===== config.mk =====
export PLATFORM = sky130hd
export DESIGN_NAME = aud_sram_ctrl
export DESIGN_NICKNAME = d
export VERILOG_FILES = /design/src/rtl/aud_sram_ctrl.sv
export SDC_FILE = /design/constraint.sdc
export NUM_CORES = 1
export LEC_CHECK = 0
export BUFFER_PORTS_ARGS = -buffer_cell sky130_fd_sc_hd__clkbuf_2
export CORE_UTILIZATION = 40
export DETAILED_ROUTE_END_ITERATION = 8
export HOLD_SLACK_MARGIN = 0.08
export PLACE_DENSITY = 0.71
export SLEW_MARGIN = 20
export SYNTH_ARGS = -nofsm -noshare
export SYNTH_HDL_FRONTEND = slang
export SYNTH_SLANG_ARGS = --single-unit

===== constraint.sdc =====
create_clock -name i_clk -period 4.8 [get_ports i_clk]
set_input_delay 0.96 -clock i_clk [delete_from_list [all_inputs] [get_ports i_clk]]
set_output_delay 0.96 -clock i_clk [all_outputs]
set_load 0.01 [all_outputs]

===== src/rtl/aud_sram_ctrl.sv =====
// aud_sram_ctrl: buffers recorder samples in a small write FIFO and runs timed
// write/read cycles on an external 1M x 16 asynchronous SRAM.
module aud_sram_ctrl #(
  parameter int unsigned FIFO_DEPTH = 4,
  parameter int unsigned WE_CYC     = 2,
  parameter int unsigned RD_CYC     = 2
) (
  input  logic        i_clk,
  input  logic        i_rst_n,
  input  logic        i_clear,
  input  logic        i_wr_valid,
  input  logic [19:0] i_wr_addr,
  input  logic [15:0] i_wr_data,
  output logic        o_wr_ready,
  input  logic        i_rd_req,
  input  logic [19:0] i_rd_addr,
  output logic        o_rd_ready,
  output logic        o_rd_valid,
  output logic [15:0] o_rd_data,
  output logic [20:0] o_rec_len,
  output logic        o_overflow,
  output logic [19:0] o_sram_addr,
  output logic [15:0] o_sram_dq_out,
  output logic        o_sram_dq_oe,
  input  logic [15:0] i_sram_dq_in,
  output logic        o_sram_ce_n,
  output logic        o_sram_we_n,
  output logic        o_sram_oe_n,
  output logic        o_sram_lb_n,
  output logic        o_sram_ub_n
);

  localparam int unsigned ADDR_W  = 20;
  localparam int unsigned DATA_W  = 16;
  localparam int unsigned LEN_W   = 21;
  localparam int unsigned PTR_W   = (FIFO_DEPTH > 1) ? $clog2(FIFO_DEPTH) : 1;
  localparam int unsigned CNT_W   = PTR_W + 1;
  localparam int unsigned CYC_MAX = (WE_CYC > RD_CYC) ? WE_CYC : RD_CYC;
  localparam int unsigned TMR_W   = (CYC_MAX > 1) ? $clog2(CYC_MAX + 1) : 1;

  typedef struct packed {
    logic [ADDR_W-1:0] addr;
    logic [DATA_W-1:0] data;
  } wr_entry_t;

  typedef enum logic [2:0] {
    IDLE,
    WR_SETUP,
    WR_PULSE,
    WR_HOLD,
    RD_ACCESS
  } state_t;

  state_t            state_q, state_d;
  logic [TMR_W-1:0]  tmr_q, tmr_d;

  wr_entry_t         fifo_mem [FIFO_DEPTH];
  logic [PTR_W-1:0]  wr_ptr, rd_ptr;
  logic [CNT_W-1:0]  fifo_cnt, fifo_cnt_d;
  logic              push_c, pop_c;

  logic [ADDR_W-1:0] rd_addr_q;
  logic              rd_accept_c, rd_done_c;
  logic              wr_skip_q;
  logic [LEN_W-1:0]  new_len_c;

  logic              ce_n_d, we_n_d, oe_n_d, byte_n_d, dq_oe_d;
  logic [ADDR_W-1:0] addr_d;
  logic [DATA_W-1:0] dq_d;

  // Push is gated by the registered ready so a full FIFO never accepts; clear drops the write
  assign push_c      = i_wr_valid && o_wr_ready && !i_clear;
  assign pop_c       = (state_q == WR_SETUP);
  assign rd_accept_c = i_rd_req && o_rd_ready;
  assign rd_done_c   = (state_q == RD_ACCESS) && (tmr_q == TMR_W'(RD_CYC - 1));
  assign new_len_c   = {1'b0, o_sram_addr} + LEN_W'(1);

  // FIFO occupancy after this cycle's push/pop
  always_comb begin
    fifo_cnt_d = fifo_cnt;
    if (i_clear) begin
      fifo_cnt_d = '0;
    end else if (push_c && !pop_c) begin
      fifo_cnt_d = fifo_cnt + CNT_W'(1);
    end else if (pop_c && !push_c) begin
      fifo_cnt_d = fifo_cnt - CNT_W'(1);
    end
  end

  // FIFO pointers, count and registered ready
  always_ff @(posedge i_clk or posedge i_rst_n) begin
    if (i_rst_n) begin
      wr_ptr     <= '0;
      rd_ptr     <= '0;
      fifo_cnt   <= '0;
      o_wr_ready <= 1'b1;
    end else if (i_clear) begin
      wr_ptr     <= '0;
      rd_ptr     <= '0;
      fifo_cnt   <= '0;
      o_wr_ready <= 1'b1;
    end else begin
      if (push_c) wr_ptr <= wr_ptr + PTR_W'(1);
      if (pop_c)  rd_ptr <= rd_ptr + PTR_W'(1);
      fifo_cnt   <= fifo_cnt_d;
      o_wr_ready <= (fifo_cnt_d != CNT_W'(FIFO_DEPTH));
    end
  end

  // FIFO storage
  always_ff @(posedge i_clk) begin
    if (push_c) fifo_mem[wr_ptr] <= '{addr: i_wr_addr, data: i_wr_data};
  end

  // A clear during a write lets the SRAM cycle finish but blocks its length update
  always_ff @(posedge i_clk or posedge i_rst_n) begin
    if (i_rst_n) begin
      wr_skip_q <= 1'b0;
    end else if (state_q == IDLE) begin
      wr_skip_q <= 1'b0;
    end else if (i_clear) begin
      wr_skip_q <= 1'b1;
    end
  end

  // Recording length and sticky overflow
  always_ff @(posedge i_clk or posedge i_rst_n) begin
    if (i_rst_n) begin
      o_rec_len  <= '0;
      o_overflow <= 1'b0;
    end else if (i_clear) begin
      o_rec_len  <= '0;
      o_overflow <= 1'b0;
    end else begin
      if (i_wr_valid && !o_wr_ready) o_overflow <= 1'b1;
      if ((state_q == WR_HOLD) && !wr_skip_q && (new_len_c > o_rec_len)) begin
        o_rec_len <= new_len_c;
      end
    end
  end

  // Read request latch and read-data return
  always_ff @(posedge i_clk or posedge i_rst_n) begin
    if (i_rst_n) begin
      o_rd_ready <= 1'b1;
      rd_addr_q  <= '0;
      o_rd_valid <= 1'b0;
      o_rd_data  <= '0;
    end else begin
      o_rd_valid <= rd_done_c;
      if (rd_done_c) begin
        o_rd_ready <= 1'b1;
        o_rd_data  <= i_sram_dq_in;
      end else if (rd_accept_c) begin
        o_rd_ready <= 1'b0;
        rd_addr_q  <= i_rd_addr;
      end
    end
  end

  // Next state, cycle timer and next SRAM pin values
  always_comb begin
    state_d  = state_q;
    tmr_d    = tmr_q;
    ce_n_d   = 1'b1;
    we_n_d   = 1'b1;
    oe_n_d   = 1'b1;
    byte_n_d = 1'b1;
    dq_oe_d  = 1'b0;
    addr_d   = o_sram_addr;
    dq_d     = o_sram_dq_out;

    case (state_q)
      IDLE: begin
        tmr_d = '0;
        if ((fifo_cnt != '0) && !i_clear) begin
          state_d = WR_SETUP;
        end else if (!o_rd_ready) begin
          state_d = RD_ACCESS;
        end
      end
      WR_SETUP: begin
        tmr_d   = '0;
        state_d = WR_PULSE;
      end
      WR_PULSE: begin
        if (tmr_q == TMR_W'(WE_CYC - 1)) begin
          state_d = WR_HOLD;
        end else begin
          tmr_d = tmr_q + TMR_W'(1);
        end
      end
      WR_HOLD: begin
        state_d = IDLE;
      end
      RD_ACCESS: begin
        if (tmr_q == TMR_W'(RD_CYC - 1)) begin
          state_d = IDLE;
        end else begin
          tmr_d = tmr_q + TMR_W'(1);
        end
      end
      default: begin
        state_d = IDLE;
      end
    endcase

    case (state_d)
      WR_SETUP: begin
        ce_n_d   = 1'b0;
        byte_n_d = 1'b0;
        dq_oe_d  = 1'b1;
        addr_d   = fifo_mem[rd_ptr].addr;
        dq_d     = fifo_mem[rd_ptr].data;
      end
      WR_PULSE: begin
        ce_n_d   = 1'b0;
        byte_n_d = 1'b0;
        we_n_d   = 1'b0;
        dq_oe_d  = 1'b1;
      end
      WR_HOLD: begin
        ce_n_d   = 1'b0;
        byte_n_d = 1'b0;
        dq_oe_d  = 1'b1;
      end
      RD_ACCESS: begin
        ce_n_d   = 1'b0;
        oe_n_d   = 1'b0;
        byte_n_d = 1'b0;
        addr_d   = rd_addr_q;
      end
      default: begin
        ce_n_d = 1'b1;
      end
    endcase
  end

  // State register and registered SRAM pins
  always_ff @(posedge i_clk or posedge i_rst_n) begin
    if (i_rst_n) begin
      state_q       <= IDLE;
      tmr_q         <= '0;
      o_sram_ce_n   <= 1'b1;
      o_sram_we_n   <= 1'b1;
      o_sram_oe_n   <= 1'b1;
      o_sram_lb_n   <= 1'b1;
      o_sram_ub_n   <= 1'b1;
      o_sram_dq_oe  <= 1'b0;
      o_sram_addr   <= '0;
      o_sram_dq_out <= '0;
    end else begin
      state_q       <= state_d;
      tmr_q         <= tmr_d;
      o_sram_ce_n   <= ce_n_d;
      o_sram_we_n   <= we_n_d;
      o_sram_oe_n   <= oe_n_d;
      o_sram_lb_n   <= byte_n_d;
      o_sram_ub_n   <= byte_n_d;
      o_sram_dq_oe  <= dq_oe_d;
      o_sram_addr   <= addr_d;
      o_sram_dq_out <= dq_d;
    end
  end

endmodule


# [Word-level counts from Yosys, hierarchy flattened]
# Memory sizes are Yosys's and may differ from the RTL's.
# Index checks and enable logic that the tools add are counted.
[word_totals] regBits=114 ram_bits=144 input_bits=77 output_inout_bits=83 word_cells=101 mem_count=1
[memory_table] name="fifo_mem" depth=4 word_bits=36 read_ports=1 rd_ports_with_merged_regs=0 write_ports=1 line="57" source="wr_entry_t fifo_mem [FIFO_DEPTH];"
[op_classes] n_addsub=6 magnitude_cmp=1 eq_ne=11 muxes=31 n_bitwise=1 n_reduce_logical=31
[op_table] cell="21-bit 2-to-1 mux" count=2
[op_table] cell="20-bit one-hot mux with 2 select lines" count=1
[op_table] cell="3-bit 2-to-1 mux" count=8
[op_table] cell="20-bit by 1-bit adder with 21-bit output, second input constant" count=1
[op_table] cell="21-bit greater-than comparator" count=1
[op_table] cell="2-bit nonzero test" count=8
[op_table] cell="1-bit 2-to-1 mux" count=13
[op_table] cell="3-bit by 2-bit equality test with 1-bit output, second input constant" count=4
[op_table] cell="3-bit one-hot mux with 4 select lines" count=1
[op_table] cell="1-bit logical AND" count=10
[op_table] cell="2-bit 2-to-1 mux" count=5
[op_table] cell="2-bit by 1-bit adder with 2-bit output, second input constant" count=3
[op_table] cell="3-bit by 1-bit equality test with 1-bit output, second input constant" count=2
[op_table] cell="3-bit equality test, second input constant" count=2
[op_table] cell="1-bit zero test" count=5
[op_table] cell="2-bit one-hot mux with 2 select lines" count=1
[op_table] cell="2-bit AND reduction" count=2
[op_table] cell="2-bit OR reduction" count=2
[op_table] cell="4-bit OR reduction" count=1
[op_table] cell="3-bit by 1-bit adder with 3-bit output, second input constant" count=1
[op_table] cell="3-bit zero test" count=1
[op_table] cell="3-bit inequality test, second input constant" count=1
[op_table] cell="3-bit nonzero test" count=1
[op_table] cell="3-bit OR reduction" count=1
[op_table] cell="other kinds (4)" count=4

# [Logic depth before layout (Yosys ltp)]
[logic_depth] ltp_word=9 ltp_mapped=13 depth_no_buf=12

# [Worst setup path before layout]
# No wires, ideal clock.
[synth_timing] path_type="reg-to-reg" from="reg o_sram_addr[0]" to="reg o_rec_len[0]" setup_ns=0.078 arrival_time_ns=2.934 t_required_ns=4.722 path_slack_ns=1.788 path_stages_with_launch=13 n_path_buf=0 period_less_slack_ns=3.012 cell_sequence="dfrtp_1 ha_1 nand4_2 nor4_4 nand3_1 xnor2_1 ha_1 nand4_4 nor4_4 o21ai_2 and4_4 or3_1 a21oi_1"
[synth_via] elab_chain_len=4 word_cells_on_any_way=6 cone_classes="add/sub (1); order compare (1); mux (2); reduce/logical (2)"
[synth_rtl] element="start, declared" line="22" source="output logic [19:0] o_sram_addr,"
[synth_rtl] element="start signal, assigned" line="261" source="o_sram_addr <= addr_d;"
[synth_rtl] element="20-bit by 1-bit adder with 21-bit output (*)" line="76" source="assign new_len_c = {1'b0, o_sram_addr} + LEN_W'(1);"
[synth_rtl] element="21-bit greater-than comparator" line="136" source="if ((state_q == WR_HOLD) && !wr_skip_q && (new_len_c > o_rec_len)) begin"
[synth_rtl] element="1-bit logical AND" line="136"
[synth_rtl] element="2-bit nonzero test (no source line)"
[synth_rtl] element="end signal, assigned" line="137" source="o_rec_len <= new_len_c;"
[synth_rtl] element="end, declared" line="20" source="output logic [20:0] o_rec_len,"
# Every way passes the cells marked *; elsewhere a longest branch is shown, timed or not. The select of a mux whose other input is x is not followed.
# A chain may end at the register's enable or synchronous reset.

# [Worst setup path in the final report]
[layout_timing] from="reg o_sram_addr[0]" to="reg o_rec_len[2]"
# The elaborated chain is that of the path after synthesis.

==> results.txt <==
The flow ran to the end, and the final reports show no timing, DRC or antenna violations. The wire-length estimate of the detail-placed layout is 15.21 mm. For the final clock skew, the log shows 10.84 ps. The arrival time reported for the critical path endpoint was 3910 ps; the post-placement worst setup slack was 1332 ps. After floorplanning, the core was divided into 59 placement rows.

For this run, the number of Yosys warnings is 0. The worst pin sits at a relative slew slack of 32.80%. The endpoint type of the worst setup path is a register.

The setup total negative slack was 0 ps; the number of top-level pins was 160. TritonCTS built the clock tree. Number of buffers inserted during clock tree synthesis: 29. By area the synthesized netlist is led by sky130_fd_sc_hd__edfxtp_1 40%, sky130_fd_sc_hd__dfrtp_1 25%, sky130_fd_sc_hd__mux4_2 7.5%. Hold-critical path endpoint: wr_skip_q. Wires add up to 22.55 mm. The width of the die is 166.9 µm, and the DRC violation count after routing is 0. The hold violation total from the final report was 0. In the final routing, the length of wire on met1 measures 9.558 mm. The run gives 49.08% as the final core utilization. The highest layer touched by signal routing is met4. The maximum fanout along the worst path was 22; the max-slew violation count was 0.

The vias after detailed routing was 6246. For the worst-skew pair, the clock arrives at the later sink with an insertion delay of 550 ps. The number of hold buffers added after CTS is 0. The number of input and output port buffers inserted was 159; the average vias per placed instance was 5.132. STA puts the critical path data required time at 5260 ps. All-layer global routing usage: 16.70%. The cell area that synthesis handed to floorplanning was 10880 µm². The worst hold path cell count works out to 2. The kind of path behind the tightest hold check is register to register. Across all hold checks on the routed design, the worst slack comes to 488.1 ps. In the post-route analysis, the smallest setup slack over all paths is 1345 ps. Share of the synthesized area in the top cell type: 39.76%. The tools report the element type at the critical path start as a register.

Clock-pin slew was measured on the worst setup and hold paths at 60 ps. Buffers added to address setup during post-CTS repair amount to 0. The area growth from synthesis to layout was 18.92%; the cell area power density was 587.9 nW/µm². After filler insertion, the fill cell instance count of the layout stands at 2276. The worst hold path begins at wr_skip_q. The worst register-to-register path begins at o_sram_addr[0].

The minimum setup slack among reg-to-reg paths was 1340 ps. Setup violations remaining at the end of the flow were counted as 0. The longest clock path from root to sink contains 3 buffers. The DRC marker count from the first detailed-route iteration is 467.

The clock tree root buffer cell was sky130_fd_sc_hd__clkbuf_16. The tools report the highest achievable clock rate as 289.4 MHz. Counting every sink on the clock net gives 258. The routed wire length per instance was 18.53 µm. The tools report the maximum number of pins on one net before global-route repair as 61. The biggest area contributor in the post-synthesis netlist is sky130_fd_sc_hd__edfxtp_1.

After layout, the design draws a total of 7.605 mW. The share of cells above drive strength 1 is 36.55%, and the global-route wire length before repair is 36.14 mm. The number of search-and-repair iterations in the first detailed-routing pass came out at 4. The worst setup path is of the register to register kind. The endpoint identified for the worst register-to-register timing path is o_rec_len[2]. The tool flagged a number of max-cap violations equal to 0. After detailed routing, the met2 layer carries 11.23 mm of wire. The portion of the clock cycle consumed by the worst path in the final layout works out to 71.99%.

The via count of the first global-routing pass was 6462. Across the VDD grid, the largest voltage drop is 324.9 µV. The synthesized netlist contains 47 unique library cells. Sequential elements use 66.04% of the synthesized area.

For this run, the post-layout net count is 965. The number of routed nets with antenna violations is 0, and the maximum level of the CTS H-tree is 1. The floorplan step defined a die boundary enclosing 27860 µm². Counting every net in the synthesized netlist gives 802. The synthesized design contains 258 register bits. At the pin with the least slew margin, the transition time is 1007 ps.

Summed over all cells, the static leakage comes to 5.181 nW. The floorplan step defined a core boundary enclosing 26350 µm². Setup repair after global routing left no endpoint under its margin. Synthesis produced a netlist whose cell count is 695. The starting utilization of the core area was 41.27%; the mean cell area of the mapped netlist was 15.65 µm².

The minimum period implied by the final worst setup slack was 3455 ps. The initial antenna violation count is 2. The path depth of the worst reg2reg path came out at 11. At the end of routability-driven placement, the weighted congestion stood at 0.8748. Measured along the y axis, the die boundary spans 166.9 µm. The routed design uses 1.369 mm of met3 wire. The logs give 0 for the count of cells resized by post-cts repair and 0 for the total congestion overflow after global routing.
[layer usage]
metal  GRT usage [%]  up-vias
met5               0        -
met4           3.744        0
met3           4.087       32
met2           28.67      139
met1           21.34     3111
li1                -     2964
[report_power, final]
part           leakage, nW  switching [mW]  internal, mW
clock network        0.469           0.876          1.31
registers             2.73           0.385          2.80
logic                 1.99            1.16          1.07
[how the worst max path moves through the flow]
stage	start	end	slack [ps]	cells after the start
global route	o_sram_addr[0]	o_rec_len[1]	1040	11
detailed placement	o_sram_addr[0]	o_rec_len[2]	1330	11
floorplan	i_rst_n	fifo_cnt[0]	830	1
finish	o_sram_addr[0]	o_rec_len[2]	1340	11
CTS	o_sram_addr[0]	o_rec_len[2]	1310	11
global placement	o_sram_addr[0]	o_rec_len[0]	1470	11
[cell usage after synthesis, drive strengths merged]
library cell / number
a211oi: 2
a21o: 24
a21oi: 37
a221oi: 1
a22o: 19
a22oi: 2
and2: 5
and3: 4
and3b: 1
and4: 2
buf: 23
clkbuf: 11
dfrtp: 109
dfstp: 5
edfxtp: 144
ha: 30
inv: 33
mux2: 51
mux4: 36
nand2: 21
nand2b: 2
nand3: 25
nand3b: 2
nand4: 10
nand4bb: 2
nor2: 19
nor3: 20
nor3b: 1
nor4: 2
o21ai: 21
o22ai: 1
o2bb2ai: 1
o31a: 1
o31ai: 1
or2: 1
or3: 1
xnor2: 18
xor2: 7
[state kept, by name, summed over array words and instances, names as in the netlist, 2 cells and up]
signal / count
tmr_q: 2
o_sram_dq_out: 16
rd_addr_q: 20
state_q: 3
o_rd_data: 16
wr_ptr: 2
rd_ptr: 2
fifo_mem: 144
fifo_cnt: 3
o_sram_addr: 20
o_rec_len: 21
[cells in the final DEF (no fill, tap or decap), types with 2 or more instances in the layout]
master                      instances
sky130_fd_sc_hd__clkbuf_1           9
sky130_fd_sc_hd__dfstp_2            5
sky130_fd_sc_hd__and2_2             5
sky130_fd_sc_hd__nand3b_1           2
sky130_fd_sc_hd__mux2_2            51
sky130_fd_sc_hd__clkbuf_2         159
sky130_fd_sc_hd__xnor2_1           18
sky130_fd_sc_hd__edfxtp_1         144
sky130_fd_sc_hd__nand4_1            7
sky130_fd_sc_hd__o21ai_1            2
sky130_fd_sc_hd__clkbuf_16         29
sky130_fd_sc_hd__nand2_1           21
sky130_fd_sc_hd__a211oi_1           2
sky130_fd_sc_hd__a22o_1            19
sky130_fd_sc_hd__nand3_1           25
sky130_fd_sc_hd__nor4_4             2
sky130_fd_sc_hd__a22oi_1            2
sky130_fd_sc_hd__a21o_1            24
sky130_fd_sc_hd__xor2_1             7
sky130_fd_sc_hd__mux4_2            36
sky130_fd_sc_hd__buf_4              7
sky130_fd_sc_hd__a21oi_1           37
sky130_fd_sc_hd__nand2b_1           2
sky130_fd_sc_hd__nand4_2            2
sky130_fd_sc_hd__nor3_1            17
sky130_fd_sc_hd__nor2_2             2
sky130_fd_sc_hd__and3_1             4
sky130_fd_sc_hd__clkinv_2           6
sky130_fd_sc_hd__dfrtp_1          107
sky130_fd_sc_hd__ha_1              30
sky130_fd_sc_hd__inv_1             32
sky130_fd_sc_hd__nor3_4             3
sky130_fd_sc_hd__o21ai_0           18
sky130_fd_sc_hd__nand4bb_1          2
sky130_fd_sc_hd__clkbuf_8           2
sky130_fd_sc_hd__nor2_1            17
sky130_fd_sc_hd__dfrtp_2            2
sky130_fd_sc_hd__bufinv_16          3
sky130_fd_sc_hd__clkinv_1           3
[per-stage QoR]
stage | area, µm² | instances
final | 12930 | 1217
after global routing | 12930 | 1216
after CTS | 12930 | 1216
after detailed placement | 11980 | 1162
after global placement | 11980 | 1162
after floorplan | 10880 | 695
[worst max-delay path, stage by stage, from the launching register on]
cell and delay (ps):
sky130_fd_sc_hd__dfrtp_1 450, sky130_fd_sc_hd__ha_1 260, sky130_fd_sc_hd__nand4_2 170, sky130_fd_sc_hd__nor4_4 380, sky130_fd_sc_hd__nand3_1 140, sky130_fd_sc_hd__xnor2_1 160
sky130_fd_sc_hd__ha_1 340, sky130_fd_sc_hd__nand4_2 160, sky130_fd_sc_hd__nor4_4 340, sky130_fd_sc_hd__a21o_1 580, sky130_fd_sc_hd__o21ai_0 180, sky130_fd_sc_hd__a21oi_1 180
[kinds of logic after synthesis]
| group | synth area share, % |
|---|---|
| AOI/OAI and AO/OA | 6.534 |
| xor gates and xnor gates | 2.013 |
| adders and majority gates | 3.451 |
| buffers and inverters | 2.749 |
| DFF | 66.04 |
| muxes | 12.73 |
| and+or+nand+nor | 6.476 |
[area by class of cell]
cell class | instances | area (µm²) | area share [%]
clock buffer | 40 | 787.0 | 6.084
inverter | 33 | 126.4 | 0.9770
clock inverter | 14 | 162.7 | 1.257
multi-input combinational | 370 | 3403 | 26.31
tap | 335 | 419.2 | 3.240
antenna | 1 | 2.502 | 0.01935
sequential | 258 | 7186 | 55.55
timing repair buffer | 166 | 848.3 | 6.558
No activity file was read; power rests on OpenSTA's default activity.
